<file path="config.mk">
export PLATFORM = sky130hd
export DESIGN_NAME = q_solver
export DESIGN_NICKNAME = d
export VERILOG_FILES = /design/src/rtl/q_solver.sv
export SDC_FILE = /design/constraint.sdc
export NUM_CORES = 1
export LEC_CHECK = 0
export BUFFER_PORTS_ARGS = -buffer_cell sky130_fd_sc_hd__buf_4
export CAP_MARGIN = 15
export CORE_ASPECT_RATIO = 0.9
export CORE_MARGIN = 2
export CORE_UTILIZATION = 50
export DETAILED_ROUTE_END_ITERATION = 16
export MAX_ROUTING_LAYER = met4
export PLACE_DENSITY = 0.68
export SLEW_MARGIN = 20
export SYNTH_ARGS = -nofsm -noshare
export SYNTH_HDL_FRONTEND = slang
export SYNTH_SLANG_ARGS = --single-unit
</file>
<file path="constraint.sdc">
create_clock -name clk -period 10.65 [get_ports clk]
set_clock_uncertainty 0.1 [all_clocks]
set_input_delay 0 -clock clk [delete_from_list [all_inputs] [get_ports clk]]
set_output_delay 0 -clock clk [all_outputs]
set_load 0.005 [all_outputs]
</file>
<file path="src/rtl/q_solver.sv">
// q_solver: recovers operand a from a logged Q result, where
//   Q = ((a - b) * (1 + 3c) - 4d) >>> 1, so a = b + (2Q + 4d) / (1 + 3c).
// One signed restoring division, one quotient bit per clock, valid/ready on
// both sides. Optional build macro: Q_SOLVER_ODD_RETRY_EN enables a second
// division with numerator 2Q + 4d + 1. That numerator restores the LSB that
// the calculator's arithmetic shift may have dropped.
module q_solver #(
  parameter  int WIDTH = 16,
  localparam int EXT   = 2 * WIDTH
) (
  input  logic                    clk,
  input  logic                    rst_n,
  input  logic                    valid_in,
  output logic                    in_ready,
  input  logic signed [WIDTH-1:0] Q,
  input  logic signed [WIDTH-1:0] b,
  input  logic signed [WIDTH-1:0] c,
  input  logic signed [WIDTH-1:0] d,
  output logic                    valid_out,
  input  logic                    out_ready,
  output logic signed [WIDTH-1:0] a,
  output logic signed [EXT-1:0]   rem,
  output logic                    exact,
  output logic                    retried,
  output logic                    ovf
);

  localparam int CNT_W = $clog2(EXT);

  typedef enum logic [2:0] {IDLE, PREP, DIV, FIX, DONE} state_t;

  state_t state_q, state_d;

  logic [WIDTH-1:0] qOp_q, bOp_q, cOp_q, dOp_q;
  logic [EXT-1:0]   numSh_q, denMag_q, remAcc_q, quot_q;
  logic [CNT_W-1:0] cnt_q;
  logic             negN_q, negD_q;

  logic [WIDTH-1:0] aOut_q;
  logic [EXT-1:0]   remOut_q;
  logic             exact_q, retried_q, ovf_q;

  logic [EXT-1:0] qExt, bExt, cExt, dExt;
  logic [EXT-1:0] numFull, denFull, numMag, denMag;
  logic [EXT-1:0] remShift, quotS, remS, selQuot, selRem, sumFull;
  logic [EXT:0]   trial;
  logic           bitOk, negQ, ovfCalc;
  logic           secondAttempt, needRetry;

  assign qExt = {{(EXT-WIDTH){qOp_q[WIDTH-1]}}, qOp_q};
  assign bExt = {{(EXT-WIDTH){bOp_q[WIDTH-1]}}, bOp_q};
  assign cExt = {{(EXT-WIDTH){cOp_q[WIDTH-1]}}, cOp_q};
  assign dExt = {{(EXT-WIDTH){dOp_q[WIDTH-1]}}, dOp_q};

  assign numFull = (qExt << 1) + (dExt << 2) + {{(EXT-1){1'b0}}, secondAttempt};
  assign denFull = (cExt << 1) + cExt + {{(EXT-1){1'b0}}, 1'b1};
  assign numMag  = numFull[EXT-1] ? (~numFull + 1'b1) : numFull;
  assign denMag  = denFull[EXT-1] ? (~denFull + 1'b1) : denFull;

  assign remShift = {remAcc_q[EXT-2:0], numSh_q[EXT-1]};
  assign trial    = {1'b0, remShift} - {1'b0, denMag_q};
  assign bitOk    = ~trial[EXT];

  assign negQ  = negN_q ^ negD_q;
  assign quotS = negQ   ? (~quot_q + 1'b1)   : quot_q;
  assign remS  = negN_q ? (~remAcc_q + 1'b1) : remAcc_q;

`ifdef Q_SOLVER_ODD_RETRY_EN
  logic           attempt2_q;
  logic [EXT-1:0] savedQuot_q, savedRem_q;
  logic           useSaved;

  assign secondAttempt = attempt2_q;
  assign needRetry     = ~attempt2_q && (remS != '0);
  assign useSaved      = attempt2_q && (remS != '0);
  assign selQuot       = useSaved ? savedQuot_q : quotS;
  assign selRem        = useSaved ? savedRem_q  : remS;

  // Remember the first inexact attempt so it can be reported if the retry is also inexact
  always_ff @(posedge clk) begin
    if (!rst_n) begin
      attempt2_q  <= 1'b0;
      savedQuot_q <= '0;
      savedRem_q  <= '0;
    end else if (state_q == IDLE && valid_in) begin
      attempt2_q  <= 1'b0;
    end else if (state_q == FIX && needRetry) begin
      attempt2_q  <= 1'b1;
      savedQuot_q <= quotS;
      savedRem_q  <= remS;
    end
  end
`else
  assign secondAttempt = 1'b0;
  assign needRetry     = 1'b0;
  assign selQuot       = quotS;
  assign selRem        = remS;
`endif

  assign sumFull = bExt + selQuot;
  assign ovfCalc = (sumFull[EXT-1:WIDTH-1] != '0) && (sumFull[EXT-1:WIDTH-1] != '1);

  // State register; reset abandons any division in flight
  always_ff @(posedge clk) begin
    if (!rst_n) state_q <= IDLE;
    else        state_q <= state_d;
  end

  // Next-state sequencing and handshake outputs
  always_comb begin
    state_d   = state_q;
    in_ready  = 1'b0;
    valid_out = 1'b0;
    case (state_q)
      IDLE: begin
        in_ready = 1'b1;
        if (valid_in) state_d = PREP;
      end
      PREP:    state_d = DIV;
      DIV:     if (cnt_q == '0) state_d = FIX;
      FIX:     state_d = needRetry ? PREP : DONE;
      DONE: begin
        valid_out = 1'b1;
        if (out_ready) state_d = IDLE;
      end
      default: state_d = IDLE;
    endcase
  end

  // Operand capture, restoring division steps and result registration
  always_ff @(posedge clk) begin
    if (!rst_n) begin
      qOp_q     <= '0;
      bOp_q     <= '0;
      cOp_q     <= '0;
      dOp_q     <= '0;
      numSh_q   <= '0;
      denMag_q  <= '0;
      remAcc_q  <= '0;
      quot_q    <= '0;
      cnt_q     <= '0;
      negN_q    <= 1'b0;
      negD_q    <= 1'b0;
      aOut_q    <= '0;
      remOut_q  <= '0;
      exact_q   <= 1'b0;
      retried_q <= 1'b0;
      ovf_q     <= 1'b0;
    end else begin
      case (state_q)
        IDLE: begin
          if (valid_in) begin
            qOp_q <= Q;
            bOp_q <= b;
            cOp_q <= c;
            dOp_q <= d;
          end
        end
        PREP: begin
          numSh_q  <= numMag;
          denMag_q <= denMag;
          negN_q   <= numFull[EXT-1];
          negD_q   <= denFull[EXT-1];
          remAcc_q <= '0;
          quot_q   <= '0;
          cnt_q    <= CNT_W'(EXT - 1);
        end
        DIV: begin
          remAcc_q <= bitOk ? trial[EXT-1:0] : remShift;
          quot_q   <= {quot_q[EXT-2:0], bitOk};
          numSh_q  <= {numSh_q[EXT-2:0], 1'b0};
          cnt_q    <= cnt_q - CNT_W'(1);
        end
        FIX: begin
          if (!needRetry) begin
            aOut_q    <= sumFull[WIDTH-1:0];
            remOut_q  <= selRem;
            exact_q   <= (selRem == '0);
            retried_q <= secondAttempt;
            ovf_q     <= ovfCalc;
          end
        end
        default: ;
      endcase
    end
  end

  assign a       = aOut_q;
  assign rem     = remOut_q;
  assign exact   = exact_q;
  assign retried = retried_q;
  assign ovf     = ovf_q;

endmodule

</file>
### Word-level counts from Yosys, hierarchy flattened

Index checks and enable logic that the tools add are counted.

| word-level totals | value |
|---|---|
| register bits | 252 |
| output and inout port bits | 53 |
| word-level logic and storage cells | 63 |

| operators by class | value |
|---|---|
| reductions and logical operators | 8 |
| equal/unequal tests | 8 |
| mux-type cells | 15 |
| add/sub/neg operators | 10 |
| bitwise gates (word level) | 6 |

Operators with widths:

| cell | count |
|---|---|
| case mux 32 bit (2 select lines) | 3 |
| two-way mux 32 bit | 5 |
| adder 32 x 1 -> 32 bit (second input constant) | 4 |
| NOT 32 bit | 4 |
| subtractor 32 x 32 -> 33 bit | 1 |
| adder 32 bit | 1 |
| zero test 32 bit | 1 |
| adder 17 x 18 -> 19 bit | 1 |
| adder 18 x 2 -> 19 bit (second input constant) | 1 |
| adder 17 x 16 -> 18 bit | 1 |
| != test 17 bit (second input constant) | 1 |
| nonzero test 17 bit | 1 |
| case mux 3 bit (5 select lines) | 1 |
| case mux 5 bit (2 select lines) | 1 |
| two-way mux 3 bit | 3 |
| equality test 3 x 2 -> 1 bit (second input constant) | 2 |
| != test 2 bit (second input constant) | 3 |
| zero test 5 bit | 1 |
| subtractor 5 x 1 -> 5 bit (second input constant) | 1 |
| equality test 3 x 1 -> 1 bit (second input constant) | 1 |
| equality test 3 bit (second input constant) | 1 |
| zero test 3 bit | 1 |
| AND reduction 3 bit | 1 |
| two-way mux 1 bit | 2 |
| other kinds (5) | 5 |

### Depth between registers and ports, before layout

| logic depth | value |
|---|---|
| depth in word-level cells | 6 |
| mapped depth | 20 |
| gate-level depth less buffers | 19 |

### Worst setup path before layout

OpenSTA, ideal clock, no wires.

| path | value |
|---|---|
| kind | register -> register |
| from | register negN_q |
| to | register ovf_q (netlist: ovf) |
| slack | 6007 ps |
| clock period less this slack | 4643 ps |
| data arrival time | 4416 ps |
| stages on the path, launching flop included | 17 |
| data required time | 10423 ps |
| path through | dfxtp_1 > clkbuf_1 > xor2_1 > clkbuf_1 > o31ai_1 > xnor2_1 > ha_1 > o21ai_0 > nor4_1 > nor4_2 > o31ai_1 > a41oi_1 > xnor2_1 > or4_1 > or4_1 > o41ai_1 > nand2_1 |

| between the ends | value |
|---|---|
| cells in the longest elaborated chain, start to end | 5 |

Ends and longest elaborated chain:

| element | line | text |
|---|---|---|
| start, declared | 37 | `logic negN_q, negD_q;` |
| start signal, assigned | 162 | `negN_q <= numFull[EXT-1];` |
| XOR 1 bit * | 64 | `assign negQ = negN_q ^ negD_q;` |
| two-way mux 32 bit * | 65 | `assign quotS = negQ ? (~quot_q + 1'b1) : quot_q;` |
| adder 32 bit * | 100 | `assign sumFull = bExt + selQuot;` |
| != test 17 bit / nonzero test 17 bit (equally long branches) | 101 | `assign ovfCalc = (sumFull[EXT-1:WIDTH-1] != '0) && (sumFull[EXT-1:WIDTH-1] != '1);` |
| logical AND 1 bit * | 101 |  |
| end signal, assigned | 180 | `ovf_q <= ovfCalc;` |
| end, declared | 41 | `logic exact_q, retried_q, ovf_q;` |

Mark *: on every way between the ends. The rest lies on a longest branch, timed or not.
A chain may end at the register's enable or synchronous reset.

### Worst setup path in the final report

| path | value |
|---|---|
| from | register quot_q[2] |
| to | register ovf_q (netlist: ovf) |

| between the ends | value |
|---|---|
| cells in the longest elaborated chain, start to end | 6 |

Ends and longest elaborated chain:

| element | line | text |
|---|---|---|
| start, declared | 35 | `logic [EXT-1:0] numSh_q, denMag_q, remAcc_q, quot_q;` |
| start signal, assigned | 170 | `quot_q <= {quot_q[EXT-2:0], bitOk};` |
| NOT 32 bit | 65 |  |
| adder 32 x 1 -> 32 bit | 65 |  |
| two-way mux 32 bit * | 65 |  |
| adder 32 bit * | 100 |  |
| != test 17 bit / nonzero test 17 bit (equally long branches) | 101 |  |
| logical AND 1 bit * | 101 |  |

Marked as above.

==> impl_metrics.json <==
{
  "outcome": "complete, no violations",
  "synth_nets": 2200,
  "instances_no_fill": 2587,
  "grt_max_degree": 120,
  "fin_crit_sh_pct": 50.29,
  "port-buffer-count": 119,
  "synthArstFlopShare_pct": 0,
  "tritoncts": "built",
  "synth_flop_cell": "dfxtp_1",
  "tightest_slew_ns": 0.8916,
  "drc": 0,
  "power_density_nw_per_um2": 222.7,
  "cellLeakagePower_nw": 7.652,
  "dp_hpwl_mm": 28.70,
  "final_core_utilization_pct": 60.15,
  "path_common_cell": "nand2_1",
  "hp-class": "primary input to flip-flop",
  "grtUsageMet1_pct": 33.00,
  "die_area_um2": 32990,
  "setup_viol": 0,
  "end_kind": "flip-flop",
  "netlist_area_um2": 15780,
  "ys_seq_elements": 251,
  "io_pins": 121,
  "cp-start-kind": "flip-flop",
  "drv_slew": 0,
  "synth_edf_count": 0,
  "worst_skew_pair.late_latency_ns": 0.54,
  "routedWlPerCell_um": 15.54,
  "synth_cells": 2027,
  "antenna_found_initial": 0,
  "cts_inserted_buffers": 27,
  "rsz0062_at_grt": "false",
  "die-width_um": 191.2,
  "synth_cell_type_count": 80,
  "critPathRequiredTime_ns": 10.97,
  "fin_crit_ns": 5.355,
  "ant_nets": 0,
  "drtIter0Drc": 1025,
  "placed_cells": 2459,
  "ir_drop_mv": 0.2264,
  "htreeDepth": 1,
  "n_antenna_cell": 0,
  "grt_overflow_total": 0,
  "ys_warn_count": 0,
  "core_area_um2": 30990,
  "nets": 2330,
  "synth_top_area_share_pct": 31.85,
  "cts_root_buf": "clkbuf_16",
  "worstPathArrival_ns": 5.67,
  "cp_max_fo": 5,
  "syn_area_per_cell_um2": 7.784,
  "via_per_inst": 5.717,
  "drt_pass1_iterations": 5,
  "die_h_um": 172.5,
  "max_freq_mhz": 186.7,
  "fin_tns_setup_ns": 0,
  "grt_pass1_vias": 13830,
  "slowest_stage": "a2111oi_0",
  "hold_violations": 0,
  "synth_top_area_cell": "dfxtp_1",
  "drive_gt1_share_pct": 9.963,
  "met2_usage_pct": 39.89,
  "clk_pin_slew_worst_paths_ns": 0.06,
  "slew_headroom_pct": 39.02,
  "grt_first_pass_wirelength_mm": 67.36,
  "timing.hold.ws_ns": 0.1514,
  "crit_chain": "nor2_1 -> nor4b_1 -> nand2_1 -> o41ai_1 -> xnor2_1 -> ha_1 -> nand2_1 -> o21ai_0 -> o21ai_0 -> a2111oi_0 -> o2111a_1 -> o21a_1 -> nor2_1 -> or4_1 -> o41ai_1 -> nand2_1",
  "start_util_pct": 50.92,
  "synth_area_leaders": "dfxtp_1, ha_1, nand2_1",
  "gp_congestion": 0.9177,
  "rows": 61,
  "ys_seq_area_share_pct": 31.85,
  "clockBufferDepth": 3,
  "syn_to_final_growth_pct": 18.14,
  "cap_violations": 0,
  "track_usage_pct": 24.69,
  "cp_slowest_stage_delay_ns": 0.86,
  "cts_num_sinks": 251,
  "wl_mm": 40.21,
  "grt_busiest_layer": "met2",
  "path_class": "flip-flop to flip-flop",
  "vias": 14790,
  "use_met3_pct": 2.632
}
cell usage in the layout, fill, tap and decap left out, types with 12 or more instances in the layout:
cell and count:
a21oi_1 177, clkbuf_16 27, dlygate4sd3_1 78, a22oi_1 63, o21bai_1 14, nand3_1 96, ha_1 101, or3_1 29
nor2_1 182, a31oi_1 12, nor3_1 29, nand2_1 274, nand4_1 14, dfxtp_1 251, o21a_1 17, xnor2_1 81
nor2b_1 17, xor2_1 73, inv_1 73, a211oi_1 58, buf_4 134, o31ai_1 25, and3_1 12, a21o_1 34
o21ai_0 78, nand2b_1 16
timing repair:
action,in CTS,in global routing
resized for setup,0,0
hold buffers,78,0
hold endpoints to repair,76,0
buffers inserted,0,0
registers in the layout, indices dropped and copies added, names as in the netlist, 3 cells and up:
name,cells
bOp_q,16
quot_q,32
denMag_q,32
remAcc_q,32
qOp_q,16
rem,32
a,16
numSh_q,31
cOp_q,16
state_q,3
cnt_q,5
dOp_q,16
cells by family after synthesis:
group	share of synthesized area (%)
AO/OA/AOI/OAI	24.69
multiplexers	0.3807
AND/OR/NAND/NOR	21.46
flip-flops	31.85
buffers and inverters	4.481
other	0.02377
adder cells (fa/ha/maj)	8.517
XOR/XNOR	8.604
cells in the mapped netlist, types with 17 or more instances:
cell	count
a211oi_1	58
a21o_1	34
a21oi_1	177
a22oi_1	63
clkbuf_1	99
dfxtp_1	251
ha_1	101
inv_1	73
nand2_1	274
nand3_1	96
nor2_1	184
nor2b_1	17
nor3_1	29
o21a_1	17
o21ai_0	78
o31ai_1	25
or3_1	29
xnor2_1	81
xor2_1	74
final timing paths:
kind / cells past startpoint / slack [ns] / to / from
max: 16 / 5.29 / ovf / quot_q[2]
min: 4 / 0.15 / dOp_q[1] / d[1]
max reg2reg: 16 / 5.29 / ovf / quot_q[2]
min reg2reg: 2 / 0.34 / denMag_q[25] / denMag_q[25]
stage by stage:
step / area (um^2) / setup WS, ns / total power, mW
final: 18640 / 5.295 / 4.150
after detailed placement: 16900 / 5.062 / 3.131
after CTS: 18630 / 4.959 / 4.152
after global placement: 16900 / 5.098 / 3.093
after global routing: 18640 / 4.777 / 4.442
after floorplan: 15780 / 6.007 / 2.698
worst max-delay path, delay by kind of cell, from the launching register on:
| family | cells | cell delay (ns) |
|---|---|---|
| AO/OA/AOI/OAI | 7 | 2.62 |
| AND/OR/NAND/NOR | 7 | 1.68 |
| adder cells (fa/ha/maj) | 1 | 0.37 |
| flip-flops | 1 | 0.35 |
| XOR/XNOR | 1 | 0.14 |
report_power, final:
group	total (mW)	switching (mW)	internal, mW
sequential	1.12	0.102	1.02
combinational	2.05	1.22	0.832
clock	0.982	0.389	0.593
total	4.15	1.71	2.44
metal layers:
metal | vias up | part of all wire, %
li1 | 7539 | -
met1 | 6873 | 47
met2 | 310 | 46
met3 | 67 | 4.3
met4 | 0 | 2.5
met5 | - | 0
final cells by class:
class                   count  area [um^2]
fillers                  2820        12350
multi-input cells        1591        10090
flip-flops and latches    251         5025
repair buffers            212         1787
clock buffers              38        797.0
well taps                 409        511.7
inverters                  74        282.8
clock inverters            12        146.4
(Power assumes the default switching activity.)
